$ cat config.mk
export PLATFORM = sky130hd
export DESIGN_NAME = fns_cac_encoder_iter_flat
export DESIGN_NICKNAME = d
export VERILOG_FILES = /design/src/rtl/fns_cac_encoder_iter_if.sv /design/src/rtl/fns_cac_encoder_iter.sv /design/src/flat_wrapper.sv
export SDC_FILE = /design/constraint.sdc
export NUM_CORES = 1
export LEC_CHECK = 0
export ABC_AREA = 1
export CAP_MARGIN = 10
export CORE_MARGIN = 5
export CORE_UTILIZATION = 45
export CTS_CLUSTER_SIZE = 30
export DETAILED_ROUTE_END_ITERATION = 12
export PLACE_DENSITY = 0.69
export SLEW_MARGIN = 20
export SYNTH_ARGS = -nofsm -noshare
export SYNTH_HDL_FRONTEND = slang
export SYNTH_SLANG_ARGS = --single-unit
$ cat constraint.sdc
create_clock -name clock_i -period 4.6 [get_ports clock_i]
set_input_delay 0.92 -clock clock_i [delete_from_list [all_inputs] [get_ports clock_i]]
set_output_delay 0.92 -clock clock_i [all_outputs]
set_load 0.02 [all_outputs]
$ cat src/rtl/fns_cac_encoder_iter_if.sv
// ---------------------------------------------------------------------------
// fns_cac_encoder_iter_if
//   Handshake bundle between the data source, the FNS encoder and the bus
//   driver side.
//   datain/in_valid/in_ready    : binary word in, valid/ready
//   codeout/out_valid/out_ready : codeword out, valid/ready
//   code_err                    : out-of-range flag (only when
//                                 FNS_ENC_RANGE_CHK_EN is defined)
//   modport slave  : the encoder
//   modport master : the source/sink driving the encoder
// ---------------------------------------------------------------------------
interface fns_cac_encoder_iter_if #(
   parameter int CODE_W = 33,
   parameter int DATA_W = 24
);
   logic [DATA_W-1:0] datain;
   logic              in_valid;
   logic              in_ready;
   logic [CODE_W-1:0] codeout;
   logic              out_valid;
   logic              out_ready;
`ifdef FNS_ENC_RANGE_CHK_EN
   logic              code_err;
`endif

   modport slave (
      input  datain, in_valid, out_ready,
      output in_ready, codeout, out_valid
`ifdef FNS_ENC_RANGE_CHK_EN
      , output code_err
`endif
   );

   modport master (
      output datain, in_valid, out_ready,
      input  in_ready, codeout, out_valid
`ifdef FNS_ENC_RANGE_CHK_EN
      , input code_err
`endif
   );
endinterface

$ cat src/rtl/fns_cac_encoder_iter.sv
// ---------------------------------------------------------------------------
// fns_cac_encoder_iter
//   Iterative Fibonacci-numeral-system crosstalk-avoidance encoder. Converts
//   a DATA_W-bit binary word into a CODE_W-bit codeword free of 010/101
//   patterns, resolving one code bit per clock (MSB first) with a single
//   compare/subtract datapath.
//   Ports:
//     clock_i : clock, all state on posedge
//     reset_i : synchronous, active-high reset
//     bus     : fns_cac_encoder_iter_if.slave (input and output handshakes)
//   Optional feature: define FNS_ENC_RANGE_CHK_EN to add bus.code_err; an
//   input >= F(CODE_W+2) then yields codeout=0 with code_err=1.
// ---------------------------------------------------------------------------
module fns_cac_encoder_iter #(
   parameter int CODE_W = 33,
   parameter int DATA_W = 24
) (
   input  logic                 clock_i,
   input  logic                 reset_i,
   fns_cac_encoder_iter_if.slave bus
);
   // Fibonacci with F(1)=F(2)=1
   function automatic logic [63:0] fib(input int n);
      logic [63:0] a, b, t;
      a = 64'd1;
      b = 64'd1;
      for (int i = 3; i <= n; i++) begin
         t = a + b;
         a = b;
         b = t;
      end
      return b;
   endfunction

   // Code weights: W0=1, Wk=F(k+1)
   function automatic logic [63:0] wgt(input int k);
      return (k == 0) ? 64'd1 : fib(k + 1);
   endfunction

   localparam logic [63:0] F_TOP = fib(CODE_W + 2);
   localparam int WW = $clog2(F_TOP);
   localparam int MW = (WW > DATA_W) ? WW : DATA_W;
   localparam int KW = $clog2(CODE_W);
   localparam int SW = CODE_W - 2;
   localparam logic [WW-1:0] HI0 = WW'(wgt(CODE_W));
   localparam logic [WW-1:0] LO0 = WW'(wgt(CODE_W - 1));

   if (CODE_W < 3) begin : g_bad_code_w
      $error("fns_cac_encoder_iter: CODE_W must be >= 3");
   end
   if (!((64'd1 << (DATA_W - 1)) < F_TOP)) begin : g_bad_data_w
      $error("fns_cac_encoder_iter: 2^(DATA_W-1) must be < F(CODE_W+2)");
   end

   typedef enum logic [1:0] {IDLE, SHIFT, DONE} state_e;

   state_e            state_q, state_d;
   logic [DATA_W-1:0] r_q, r_d, r_nx;
   logic [KW-1:0]     k_q, k_d;
   logic [WW-1:0]     hi_q, hi_d, lo_q, lo_d;
   logic [SW-1:0]     sr_q, sr_d, sr_nx;
   logic [CODE_W-1:0] code_q, code_d;
   logic              bit_c;
`ifdef FNS_ENC_RANGE_CHK_EN
   logic              err_q, err_d, cerr_q, cerr_d;
`endif

   // Bit decision for weight lo=Wk: below Wk forces 0, at/above W(k+1)
   // forces 1, in between repeats the previous (higher) bit, which is what
   // keeps 010/101 out of the codeword. sr_q[0] holds c[k+1] (0 for the top).
   always_comb begin
      bit_c = 1'b0;
      if (MW'(r_q) >= MW'(hi_q))
         bit_c = 1'b1;
      else if (MW'(r_q) >= MW'(lo_q))
         bit_c = sr_q[0];
      r_nx  = bit_c ? (r_q - DATA_W'(lo_q)) : r_q;
      sr_nx = (sr_q << 1) | SW'(bit_c);
   end

   always_comb begin
      state_d = state_q;
      r_d     = r_q;
      k_d     = k_q;
      hi_d    = hi_q;
      lo_d    = lo_q;
      sr_d    = sr_q;
      code_d  = code_q;
`ifdef FNS_ENC_RANGE_CHK_EN
      err_d   = err_q;
      cerr_d  = cerr_q;
`endif
      case (state_q)
         IDLE: begin
            if (bus.in_valid) begin
               r_d     = bus.datain;
               k_d     = KW'(CODE_W - 1);
               hi_d    = HI0;
               lo_d    = LO0;
               sr_d    = '0;
`ifdef FNS_ENC_RANGE_CHK_EN
               err_d   = (64'(bus.datain) >= F_TOP);
`endif
               state_d = SHIFT;
            end
         end
         SHIFT: begin
            r_d  = r_nx;
            sr_d = sr_nx;
            hi_d = lo_q;
            lo_d = hi_q - lo_q;
            k_d  = k_q - KW'(1);
            if (k_q == KW'(1)) begin
               // last step: c[0] is the leftover remainder (0 or 1)
               code_d  = {sr_q, bit_c, r_nx[0]};
`ifdef FNS_ENC_RANGE_CHK_EN
               if (err_q) code_d = '0;
               cerr_d  = err_q;
`endif
               state_d = DONE;
            end
         end
         DONE: begin
            if (bus.out_ready) begin
`ifdef FNS_ENC_RANGE_CHK_EN
               cerr_d  = 1'b0;
`endif
               state_d = IDLE;
            end
         end
         default: state_d = IDLE;
      endcase
   end

   always_ff @(posedge clock_i) begin
      if (reset_i) begin
         state_q <= IDLE;
         r_q     <= '0;
         k_q     <= '0;
         hi_q    <= HI0;
         lo_q    <= LO0;
         sr_q    <= '0;
         code_q  <= '0;
`ifdef FNS_ENC_RANGE_CHK_EN
         err_q   <= 1'b0;
         cerr_q  <= 1'b0;
`endif
      end else begin
         state_q <= state_d;
         r_q     <= r_d;
         k_q     <= k_d;
         hi_q    <= hi_d;
         lo_q    <= lo_d;
         sr_q    <= sr_d;
         code_q  <= code_d;
`ifdef FNS_ENC_RANGE_CHK_EN
         err_q   <= err_d;
         cerr_q  <= cerr_d;
`endif
      end
   end

   assign bus.in_ready  = (state_q == IDLE) && !reset_i;
   assign bus.out_valid = (state_q == DONE);
   assign bus.codeout   = code_q;
`ifdef FNS_ENC_RANGE_CHK_EN
   assign bus.code_err  = cerr_q;
`endif
endmodule
$ cat src/flat_wrapper.sv
// flat-port wrapper written by rule: the top's interface ports become plain ports
module fns_cac_encoder_iter_flat 
#(
   parameter int CODE_W = 33,
   parameter int DATA_W = 24
)
  (clock_i, reset_i, bus_datain, bus_in_valid, bus_out_ready, bus_in_ready, bus_codeout, bus_out_valid);
  fns_cac_encoder_iter_if #(.CODE_W(CODE_W), .DATA_W(DATA_W)) bus_i ();
  input  logic clock_i;
  input  logic reset_i;
  input wire logic [$bits(bus_i.datain)-1:0] bus_datain;
  input wire logic [$bits(bus_i.in_valid)-1:0] bus_in_valid;
  input wire logic [$bits(bus_i.out_ready)-1:0] bus_out_ready;
  output wire logic [$bits(bus_i.in_ready)-1:0] bus_in_ready;
  output wire logic [$bits(bus_i.codeout)-1:0] bus_codeout;
  output wire logic [$bits(bus_i.out_valid)-1:0] bus_out_valid;
  assign bus_i.datain = bus_datain;
  assign bus_i.in_valid = bus_in_valid;
  assign bus_i.out_ready = bus_out_ready;
  assign bus_in_ready = bus_i.in_ready;
  assign bus_codeout = bus_i.codeout;
  assign bus_out_valid = bus_i.out_valid;
  fns_cac_encoder_iter #(.CODE_W(CODE_W), .DATA_W(DATA_W)) u_core (.clock_i(clock_i), .reset_i(reset_i), .bus(bus_i));
endmodule
---- Word level (Yosys, flattened, before mapping) ----
Cells that the tools add are included.
storage, ports and cells
  logic and storage cells ................. 46
  output and inout bits ................... 35
  input port bits ......................... 28
  register bits after elaboration ......... 144
operators by class
  multiplexer cells ....................... 17
  equality and inequality tests ........... 7
  reductions and logical operators ........ 8
  bitwise logic cells ..................... 1
  add/sub/neg operators ................... 3
  order comparisons ....................... 2
operators by type and width
  kind                                                 number
  case mux 24 bit (2 select lines)                     3
  two-way mux 24 bit                                   4
  case mux 31 bit (2 select lines)                     1
  greater-or-equal comparator 24 bit                   2
  subtractor 24 bit                                    2
  two-way mux 31 bit                                   1
  bitwise OR 31 x 1 -> 31 bit                          1
  case mux 6 bit (2 select lines)                      1
  equality test 6 x 1 -> 1 bit, second input constant  1
  two-way mux 2 bit                                    3
  two-way mux 6 bit                                    1
  case mux 2 bit (3 select lines)                      1
  AND reduction 3 bit                                  2
  subtractor 6 x 1 -> 6 bit, second input constant     1
  != test 2 x 1 -> 1 bit, second input constant        2
  != test 2 bit, second input constant                 2
  AND reduction 2 bit                                  2
  equality test 2 x 1 -> 1 bit, second input constant  1
  equality test 2 bit, second input constant           1
  logical NOT 2 bit                                    1
  two-way mux 1 bit                                    2
  nonzero test 2 bit                                   1
  logical AND 1 bit                                    1
  logical NOT 1 bit                                    1

---- Logic depth before layout (Yosys ltp) ----
Gate-level depths: netlist (run 1).
  depth after elaboration ................. 5
  gate-level depth with buffers ........... 20
  gate-level depth less buffers ........... 19

---- Worst setup path after synthesis (run 1) ----
No wires, ideal clock.
  path kind ............................... in2out
  start ................................... input reset_i
  end ..................................... output bus_in_ready
  arrival time ............................ 1766 ps
  setup slack ............................. 1914 ps
  buffers on the path ..................... 2
  cell stages on the path ................. 3
  cell sequence ........................... clkbuf_1 > clkbuf_1 > nor3_1
between the ends
  longest elaborated chain between the ends .. 2
RTL lines
  what                RTL line                     RTL
  start: declaration  flat_wrapper.sv:10           input logic reset_i;
  logical NOT 1 bit   fns_cac_encoder_iter.sv:163  assign bus.in_ready = (state_q == IDLE) && !reset_i;
  logical AND 1 bit   fns_cac_encoder_iter.sv:163
  end: declaration    flat_wrapper.sv:14           output wire logic [$bits(bus_i.in_ready)-1:0] bus_in_ready;
No other way between the ends.

---- Worst setup path after layout (run 1) ----
  start ................................... register u_core.r_q[0]
  end ..................................... register u_core.r_q[12]
between the ends
  longest elaborated chain between the ends .. 5
  elaborated cells on any way between the ends .. 9
  those cells by class .................... 1 x add/sub; 2 x order compare; 1 x eq/ne; 4 x mux; 1 x reduce/logical
RTL lines
  what                                RTL line                     RTL
  start: declaration                  fns_cac_encoder_iter.sv:58   logic [DATA_W-1:0] r_q, r_d, r_nx;
  start signal: assignment            fns_cac_encoder_iter.sv:150  r_q <= r_d;
  greater-or-equal comparator 24 bit  fns_cac_encoder_iter.sv:75   else if (MW'(r_q) >= MW'(lo_q))
  two-way mux 1 bit                   fns_cac_encoder_iter.sv:75
  two-way mux 1 bit                   fns_cac_encoder_iter.sv:73   if (MW'(r_q) >= MW'(hi_q))
  != test 2 x 1 -> 1 bit (no line)    --
  AND reduction 3 bit (no line)       --
Parallel ways exist; a longest one is shown, timed or not. The select of a mux whose other input is x is not followed.
A chain may end at the register's enable or synchronous reset.

==> out/metrics.cfg, run 1 <==
[status]
outcome = finished clean

[global_route]
grt_max_degree = 93
grt_usage = 0.209
overflow = 0
grt_pass1_vias = 8294
grt_pass1_wl_mm = 40.7
antenna_found_initial = 0

[yosys]
avgSynthCellArea_sq_um = 6.48
synth.area.mux_share = 0
synth_top_family_by_area = simple AND/OR/NAND/NOR gates
synth_cells = 1412
syn_nets = 1515
ys_types = 42
synth_top_cell_area_share = 0.315
synthXorXnorAreaFrac = 0.0220
synth_edf_count = 0
syn_area_sq_um = 9160
synthTopCellsByArea = dfxtp_1 31%, nand2_1 19%, ha_1 10%, a21oi_1 8.5%, inv_1 7.0%
synthSimpleGateAreaFrac = 0.327
seq_area_frac_synth = 0.315
synth-seq-cells = 144
synthAdderAreaFrac = 0.104
synth_common_cells = 473 x nand2_1, 170 x inv_1, 156 x a21oi_1, 144 x dfxtp_1, 132 x nor2_1
synth_compound_area_frac = 0.136
async_flop_share = 0
synth_ff_type = dfxtp_1
synth.largest_area_cell = dfxtp_1
synth_most_common_cell = nand2_1
ys.warnings.count = 0

[pwr]
ir_drop_v = 0.000279
internal-power_mw = 2.65
totalPowerFinal_mw = 4.16
p_clk_frac = 0.354
switching_share = 0.362
p_comb_frac = 0.311
seq_power_share = 0.335
total_leakage_power_nw = 5.03
p_per_area_nw_per_um2 = 393
power.net_switching_mw = 1.50

[flow_run]
cap_violations = 0

[worst_setup_path]
cpLargestDelayFamily = simple AND/OR/NAND/NOR gates
crit_top_cell = nand2_1
reg2reg_from = u_core.r_q[0]$_SDFFE_PP0P_
crit_buf_inv = 4
crit_path_start_kind = flop
r2r_slack_ns = 1.63
endpoint_kind = flop
critPathMaxStageDelay_ns = 0.39
crit_arrival_ns = 3.34
path_max_fanout = 27
timing.rr.end = u_core.r_q[12]$_SDFFE_PP0P_
rr_worst_depth = 19
startpoint = u_core.r_q[0]$_SDFFE_PP0P_
crit_slowest_cell = fa_1
cp_cell_sequence = inv_1 > ha_1 > inv_1 > fa_1 > nand2_1 > inv_1 > nand2_1 > nand2_1 > nand2_1 > nand3_1 > nand2_1 > nand3_2 > nand2_2 > nand2_4 > nand2_8 > nand2_8 > inv_4 > nor2_1 > nor2_1
path_class = flop to flop
cp.required_ns = 4.96
cp_num_cells = 19
crit_end = u_core.r_q[12]$_SDFFE_PP0P_

[sta]
fmaxAchievable_mhz = 336
fin_crit_ns = 2.97
clock_skew_ns = 0.0111
rsz0062_at_grt = false
fin_crit_sh = 0.646
setup_viol = 0
worstMarginPinSlew_ns = 0.992
slew_headroom = 0.338
finalMaxSlewViolations = 0
hold_viol = 0
setup_tns_ns = 0

[route]
ant_nets = 0
num_vias = 8775
drt-initial-drc-count = 497
wl_per_cell_um = 14.3
drc = 0
wl_mm = 24.8
viasPerCell = 5.06
drtPass1Iterations = 5

[clock_tree]
clkLatencyLatePin_ns = 0.43
htreeDepth = 4
hold_buffers = 0
cts_resized = 0
cts_root_buf = clkbuf_16
clock-sinks = 144
path_clk_slew_ns = 0.07
clockBufferDepth = 2
cts_tree = done
cts_buffers = 17
post-cts-setup-buffer-count = 0

[placement]
gp_congestion = 0.901
portBuffers = 62
dp_hpwl_mm = 17.8
dp_cells = 1702

[final_layout]
antenna_cells = 0
finalNonFillerCells = 1734
drive_above_1_share = 0.0389
multi_input_area_sq_um = 5410
nets = 1554
fillers = 2019
utilization = 0.526
layout.area.seq_sq_um = 2880
area.growth.synth_to_final_pct = 15.4

[die]
dieHeight_um = 153
core-area_sq_um = 20100
rows = 52
pin_count = 63
die_x_um = 153
start_util = 0.455
die_area_sq_um = 23300

[worst_hold_path]
hp-start = u_core.bus.codeout[22]$_SDFFE_PP0P_
hold_path_class = flop to flop

logic make-up (layout without fill, tap and decap cells):
logic type,Yosys count,after routing
flops,144,144
fa+ha+maj,75,75
buf+inv,222,274
xor+xnor,23,23
compound gates,228,228
simple gates,720,720
metrics by stage:
step	hold WS (ns)	area (sq um)	setup slack, ns
global placement	0.449	9950	1.58
detailed placement	0.454	9950	1.58
global route	0.485	10600	1.42
CTS	0.467	10600	1.67
finish	0.462	10600	1.63
floorplan	0.440	9160	1.91
worst reg2reg max path, stage by stage (launching register included):
cell     delay (ns)
dfxtp_1        0.30
inv_1          0.21
ha_1           0.20
inv_1          0.09
fa_1           0.39
nand2_1        0.08
inv_1          0.05
nand2_1        0.07
nand2_1        0.09
nand2_1        0.09
nand3_1        0.11
nand2_1        0.09
nand3_2        0.07
nand2_2        0.09
nand2_4        0.23
nand2_8        0.29
nand2_8        0.12
inv_4          0.19
nor2_1         0.08
nor2_1         0.08
state kept, by name (all words and copies together) (netlist names):
| register | flops |
|---|---|
| u_core.bus.codeout | 33 |
| u_core.hi_q | 24 |
| u_core.k_q | 6 |
| u_core.lo_q | 24 |
| u_core.r_q | 24 |
| u_core.sr_q | 31 |
| u_core.state_q | 2 |
final cells by class:
type	count	share of cell area
clock buffers	20	0.0423
well taps	270	0.0320
multi-input cells	1046	0.512
flip-flops and latches	144	0.273
inverters	173	0.0617
clock inverters	12	0.0162
repair buffers	69	0.0632
worst min path at each step:
stage / endpoint / cells after the start
4_1_cts: u_core.bus.codeout[2]$_SDFFE_PP0P_ / 2
3_3_place_gp: u_core.bus.codeout[6]$_SDFFE_PP0P_ / 2
6_report: u_core.bus.codeout[22]$_SDFFE_PP0P_ / 2
3_5_place_dp: u_core.bus.codeout[5]$_SDFFE_PP0P_ / 2
5_1_grt: u_core.bus.codeout[21]$_SDFFE_PP0P_ / 2
2_1_floorplan: u_core.sr_q[30]$_SDFFE_PP0P_ / 2
power by group through the flow:
stage	Combinational [mW]	Clock, mW	Sequential [mW]
6_report	1.29	1.47	1.39
5_1_grt	1.46	1.54	1.40
4_1_cts	1.29	1.48	1.39
3_5_place_dp	1.28	0	1.42
3_3_place_gp	1.26	0	1.42
2_1_floorplan	0.989	0	1.40
routing by layer:
metal / up-vias / share of wire / track usage
met2: 201 / 0.46 / 0.346
met4: 0 / 0.027 / 0.0730
met1: 3937 / 0.47 / 0.273
met5: - / 0 / 0
li1: 4589 / - / -
met3: 48 / 0.044 / 0.0398
layout by cell type, fill, tap and decap left out, types with 2 or more instances in the layout:
| cell type | netlist | layout |
|---|---|---|
| bufinv_16 | 0 | 3 |
| clkdlybuf4s50_1 | 0 | 61 |
| inv_6 | 0 | 4 |
| and2_1 | 3 | 3 |
| a21oi_1 | 156 | 156 |
| o21ai_0 | 33 | 33 |
| nor2_1 | 132 | 130 |
| fa_1 | 2 | 2 |
| o221ai_1 | 10 | 10 |
| o21bai_1 | 3 | 3 |
| xor2_1 | 14 | 14 |
| inv_2 | 2 | 2 |
| a21boi_0 | 2 | 2 |
| nor3_1 | 10 | 10 |
| ha_1 | 73 | 73 |
| a21o_1 | 6 | 6 |
| nand2_2 | 2 | 2 |
| o22ai_1 | 3 | 3 |
| clkinv_4 | 0 | 4 |
| buf_4 | 2 | 7 |
| nor2_2 | 4 | 5 |
| xnor2_1 | 9 | 9 |
| nand2_1 | 473 | 473 |
| inv_1 | 170 | 170 |
| nand2_8 | 2 | 2 |
| nand3_1 | 45 | 45 |
| clkbuf_16 | 0 | 17 |
| clkbuf_1 | 34 | 2 |
| o211ai_1 | 9 | 9 |
| or2_2 | 3 | 3 |
| nor2_4 | 1 | 2 |
| dfxtp_1 | 144 | 144 |
| nand4_1 | 15 | 15 |
| nand3b_1 | 26 | 26 |
| a211oi_1 | 2 | 2 |
Power figures use the tool's default switching activity.
==> run 2: changes to the inputs <==
--- a/config.mk
+++ b/config.mk
@@ -11,7 +11,7 @@
 export CORE_UTILIZATION = 45
 export CTS_CLUSTER_SIZE = 30
 export DETAILED_ROUTE_END_ITERATION = 12
-export PLACE_DENSITY = 0.69
+export PLACE_DENSITY = 0.71
 export SLEW_MARGIN = 20
 export SYNTH_ARGS = -nofsm -noshare
 export SYNTH_HDL_FRONTEND = slang
==> constraint.sdc (replaced) <==
create_clock -name clock_i -period 2.4 [get_ports clock_i]
set_input_delay 0.48 -clock clock_i [delete_from_list [all_inputs] [get_ports clock_i]]
set_output_delay 0.48 -clock clock_i [all_outputs]
set_load 0.02 [all_outputs]
==> out/metrics.cfg, run 2 (synthesized netlist as in run 1, its figures left out) <==
[sta]
setup_viol = 0  ; unchanged
hold_viol = 0  ; unchanged
clock_skew_ns = 0.00803  ; -0.00303 ns
setup_tns_ns = 0  ; unchanged
fin_crit_ns = 2.30  ; -0.670 ns
finalMaxSlewViolations = 0  ; unchanged
worstMarginPinSlew_ns = 0.595  ; -0.397 ns
holdWs_ns = 0.461  ; -0.000802 ns
slew_headroom = 0.603  ; +0.266
fin_crit_sh = 0.960  ; +0.314
fmaxAchievable_mhz = 434  ; +29%

[flow_run]
cap_violations = 0  ; unchanged

[route]
ant_nets = 0  ; unchanged
wl_mm = 25.7  ; +3.7%
drc = 0  ; unchanged
viasPerCell = 5.19  ; +2.5%
drt-initial-drc-count = 566  ; +14%
wl_per_cell_um = 14.6  ; +2.3%
drtPass1Iterations = 6  ; +1
num_vias = 9122  ; +4.0%

[worst_setup_path]
crit_top_cell = nand2_1
path_class = flop to flop
cp.required_ns = 2.72  ; -2.24 ns
crit_slowest_cell = ha_1
path_max_fanout = 7  ; -74%
timing.rr.end = u_core.r_q[11]$_SDFFE_PP0P_
rr_worst_depth = 15  ; -4
endpoint_kind = flop
reg2reg_from = u_core.lo_q[3]$_SDFFE_PP0P_
cpLargestDelayFamily = simple AND/OR/NAND/NOR gates
crit_path_start_kind = flop
crit_arrival_ns = 2.62  ; -0.72 ns
crit_buf_inv = 2  ; -2
critPathMaxStageDelay_ns = 0.38  ; about the same
r2r_slack_ns = 0.1  ; -1.53 ns
cp_cell_sequence = inv_1 > ha_1 > a21oi_1 > nand2_2 > nand2_1 > nand3_1 > nand2_1 > nand3_2 > nand2_2 > nand2_4 > nand2_8 > clkbuf_16 > nand3b_1 > nand2_1 > nor2_1
cp_num_cells = 15  ; -4

[placement]
portBuffers = 62  ; unchanged
dp_hpwl_mm = 18.4  ; +3.2%
dp_cells = 1720  ; +1.1%
gp_congestion = 0.953  ; +5.7%

[final_layout]
drive_above_1_share = 0.0719  ; +0.0330
multi_input_area_sq_um = 5610  ; +3.8%
largest_reg_flops = 33  ; unchanged
mostFrequentLayoutCell = nand2_1
nets = 1578  ; +1.5%
fillers = 1958  ; -3.0%
final_cell_mix = 472 x nand2_1, 170 x inv_1, 156 x a21oi_1
area.growth.synth_to_final_pct = 20.4
layout.area.seq_sq_um = 2890  ; about the same
antenna_cells = 0  ; unchanged
finalNonFillerCells = 1758  ; +1.4%

[worst_hold_path]
hp-start = u_core.bus.codeout[20]$_SDFFE_PP0P_
hold_path_class = flop to flop
worstHoldPathCells = 2  ; unchanged
hold_end = u_core.bus.codeout[20]$_SDFFE_PP0P_

[global_route]
antenna_found_initial = 0  ; unchanged
grt_max_degree = 62  ; -33%
grt_usage = 0.212  ; +0.00304
grt_pass1_vias = 8551  ; +3.1%
grt_pass1_wl_mm = 41.3  ; +1.3%
overflow = 0  ; unchanged

[clock_tree]
cts_buffers = 17  ; unchanged
hold_buffers = 0  ; unchanged
htreeDepth = 4  ; unchanged
path_clk_slew_ns = 0.07  ; about the same
clock-sinks = 144  ; unchanged
cts_root_buf = clkbuf_16
clockBufferDepth = 2  ; unchanged
cts_tree = done
clkLatencyLatePin_ns = 0.43  ; about the same

[pwr]
totalPowerFinal_mw = 8.17  ; +97%
p_per_area_nw_per_um2 = 741  ; +88%
total_leakage_power_nw = 5.15  ; +2.5%
ir_drop_v = 0.000595  ; +110%

[status]
outcome = finished clean

[die]
rows = 52  ; unchanged
start_util = 0.455  ; unchanged
core-area_sq_um = 20100  ; unchanged
die_area_sq_um = 23300  ; unchanged
dieHeight_um = 153  ; unchanged
die_x_um = 153  ; unchanged
pin_count = 63  ; unchanged

-- run 2: changes by cell type in the layout (fill, tap and decap cells not counted), moves of 5 or more --
cell and delta:
buf_12 +5, buf_4 +15, ha_1 -16, ha_4 +13
-- run 2: how the worst max path moves through the flow --
stage | startpoint | to | slack [ns]
detailed placement | u_core.lo_q[0]$_SDFFE_PP0P_ | u_core.r_q[13]$_SDFFE_PP0P_ | 0.02
finish | u_core.lo_q[3]$_SDFFE_PP0P_ | u_core.r_q[11]$_SDFFE_PP0P_ | 0.1
global placement | u_core.lo_q[0]$_SDFFE_PP0P_ | u_core.r_q[4]$_SDFFE_PP0P_ | 0.09
CTS | u_core.lo_q[0]$_SDFFE_PP0P_ | u_core.r_q[12]$_SDFFE_PP0P_ | 0.02
floorplan | u_core.r_q[0]$_SDFFE_PP0P_ | u_core.r_q[7]$_SDFFE_PP0P_ | 0.23
global route | u_core.lo_q[13]$_SDFFE_PP0P_ | u_core.r_q[1]$_SDFFE_PP0P_ | -0.04
-- run 2: what timing repair did --
item	CTS	global route
pin swaps	0	3
gates resized for setup	1	31
gates cloned	0	2
endpoints found under the setup margin	2	25
setup buffers	0	4
-- run 2: layout make-up --
type                            count  share of cell area
Clock buffer                       18              0.0389
Clock inverter                     14              0.0152
Inverter                          173              0.0600
Multi-Input combinational cell   1047               0.509
Sequential cell                   144               0.262
Tap cell                          270              0.0306
Timing Repair Buffer               92              0.0842
-- run 2: tightest hold or removal path, cell delays in order (launching register included) --
cell and delay, ns:
dfxtp_1 0.31, nand2_1 0.06, a21oi_1 0.05
-- run 2: metrics by stage --
step | setup WS [ns] | cell area, sq um | util
2_1_floorplan | 0.227 | 9160 | -
6_report | 0.0958 | 11000 | 0.548
3_3_place_gp | 0.0861 | 10100 | 0.505
4_1_cts | 0.0225 | 10700 | 0.535
3_5_place_dp | 0.0210 | 10100 | 0.505
5_1_grt | -0.0362 | 11000 | 0.548
-- run 2: power breakdown --
part	total, mW	switching (mW)	internal [mW]	leakage [nW]
combinational	2.76	1.71	1.05	3.69
clock	2.73	1.16	1.57	0.287
sequential	2.68	0.137	2.55	1.17
-- run 2: routing by layer --
layer,vias to the layer above,routed length (um),GRT usage
met1,4197,11800,0.277
met4,0,748,0.0632
met2,239,11700,0.354
met5,-,0,0
li1,4645,-,-
met3,41,1450,0.0457
==> RTL change (flow settings as in run 2) <==
Reset style: asynchronous (`reset_i`), changed in one clocked block. Comments in the files are not updated.
--- a/src/rtl/fns_cac_encoder_iter.sv
+++ b/src/rtl/fns_cac_encoder_iter.sv
@@ -133,5 +133,5 @@
    end
 
-   always_ff @(posedge clock_i) begin
+   always_ff @(posedge clock_i or posedge reset_i) begin
       if (reset_i) begin
          state_q <= IDLE;
Check against the original RTL: same outputs for any inputs over 10 cycles, from zero or initial values and one cycle with reset_i high; that may be too few to reach the edited logic, so the function may still have changed.
==> RTL change against run 2 <==
- die area rose by 4.7%
- design area rose by 10%
- largest cell class unchanged
- synthesized area rose by 5.1%
- highest routed layer unchanged
- sequential cell count did not move
- worst setup slack got worse by 49 ps
- routed wire length rose by 7.8%
- hold slack got worse by 17 ps
Power is not shown: default switching activity piles up to over one toggle a cycle in this logic, so the estimate is an artifact.
==> RTL change: results <==
metrics = {
    "run_status": {
        "status": "completed",
    },
    "synthesis": {
        "yosysWarningCount": 0,
        "ys_seq_area_frac": 0.378,
        "synth.distinct_cells": 39,
        "synthArstFlopShare": 1.00,
        "synth_area_leaders": "dfrtp_1, nand2_1, ha_1",
        "yosys-top-cells-count": "nand2_1, inv_1, dfrtp_1",
        "yosys_most_used_dff": "dfrtp_1",
        "syn_nets": 1459,
        "syn_avg_cell_area_um2": 7.09,
    },
    "sta": {
        "relSlewSlack": 0.592,
        "holdWs_ps": 444,
        "skew_ps": 13.0,
    },
    "routing": {
        "met3_length_um": 1500,
        "dr.pass1.iters": 5,
        "wl_um": 27700,
        "top_layer": "met4",
        "first_iter_violations": 862,
        "route.met2.wl_um": 12900,
        "via_per_inst": 5.24,
        "met1_length_um": 12500,
    },
    "setup_path": {
        "r2r_cells": 17,
        "path_max_fanout": 4,
        "critPathArrivalTime_ps": 2720,
    },
    "final_layout": {
        "clock_buffers": 18,
        "signal_buffers": 143,
        "fillCellCount": 1885,
        "multi_input_comb_cells": 931,
        "clk_share": 0.0479,
        "diodes": 0,
        "ff_latch_area_um2": 3640,
        "dominant_cells": "multi-input gates",
        "layout-drive-gt1-share": 0.166,
        "layout.nets": 1586,
        "area_growth_pct": 26.6,
        "nonClkBufAreaFrac": 0.112,
        "multi_input_area_share": 0.437,
        "largest_reg_flops": 33,
        "instances_no_fill": 1771,
        "inv_count": 246,
    },
    "place": {
        "gp_congestion": 0.906,
        "place_ws_ps": -78.7,
        "placed_area_um2": 11000,
        "port_buffers": 62,
        "dp_cells": 1726,
        "dpl.hpwl_um": 20000,
    },
    "cts": {
        "cts_root_buf": "clkbuf_16",
        "clk_pin_slew_ps": 70,
        "htree_levels": 4,
        "clock_latency_ps": 420,
        "clock_sinks": 144,
        "cts_max_path_buffers": 2,
        "cts_buffers": 17,
    },
    "global_routing": {
        "grt_pass1_wl_um": 43600,
        "first_global_vias": 8728,
        "antenna_found_initial": 0,
        "grt_usage": 0.220,
        "grt_max_degree": 55,
    },
    "worst_hold_path": {
        "hold_class": "in -> async",
    },
}
==> RTL change: cell types whose count changed after synthesis, sizes merged, moves of 12 or more <==
cell / change
dfrtp: +119
nand3: +40
nand2: -70
dfxtp: -144
nand3b: -23
o21ai: +42
a22oi: +12
dfstp: +25
inv: +73
nor2: -39
o22ai: +48
a21oi: -103
==> RTL change: kinds of logic after synthesis <==
group,share of synthesized area
simple gates,0.272
buf+inv,0.113
compound gates,0.118
flops,0.378
fa+ha+maj,0.0991
xor+xnor,0.0182
mux,0.00221
==> RTL change: worst max-delay path: stages (launching register included) <==
cell	delay [ps]
dfstp_2	550
inv_2	50
ha_4	170
fa_2	390
inv_2	80
nand2_2	60
o21ai_1	130
buf_4	140
nand2_1	60
nand2_2	80
nand2_2	50
nand2_2	90
nand2_2	60
nand2_2	70
a21oi_1	60
o21ai_1	110
nand2_1	70
inv_1	60
==> RTL change: what timing repair did <==
action                     in CTS  in global routing
setup buffers                   0                  8
pin swaps                       1                 12
gates resized for setup         9                107
gates cloned                    0                  5
setup endpoints to repair       6                 43
==> RTL change: per-layer routing <==
layer / track usage / vias to the layer above
li1: - / 4594
met1: 0.316 / 4365
met2: 0.354 / 277
met3: 0.0307 / 47
met4: 0.0554 / 0
met5: 0 / -
==> RTL change: worst paths after layout <==
kind,startpoint,endpoint,slack (ps)
setup / recovery,u_core.hi_q[0],u_core.lo_q[14],50
hold / removal,reset_i,u_core.bus.codeout[18],440
setup reg to reg,u_core.hi_q[0],u_core.lo_q[14],50
hold reg to reg,u_core.bus.codeout[17],u_core.bus.codeout[17],480
max in group asynchronous,reset_i,u_core.hi_q[22],1330
min in group clock_i,u_core.bus.codeout[17],u_core.bus.codeout[17],480
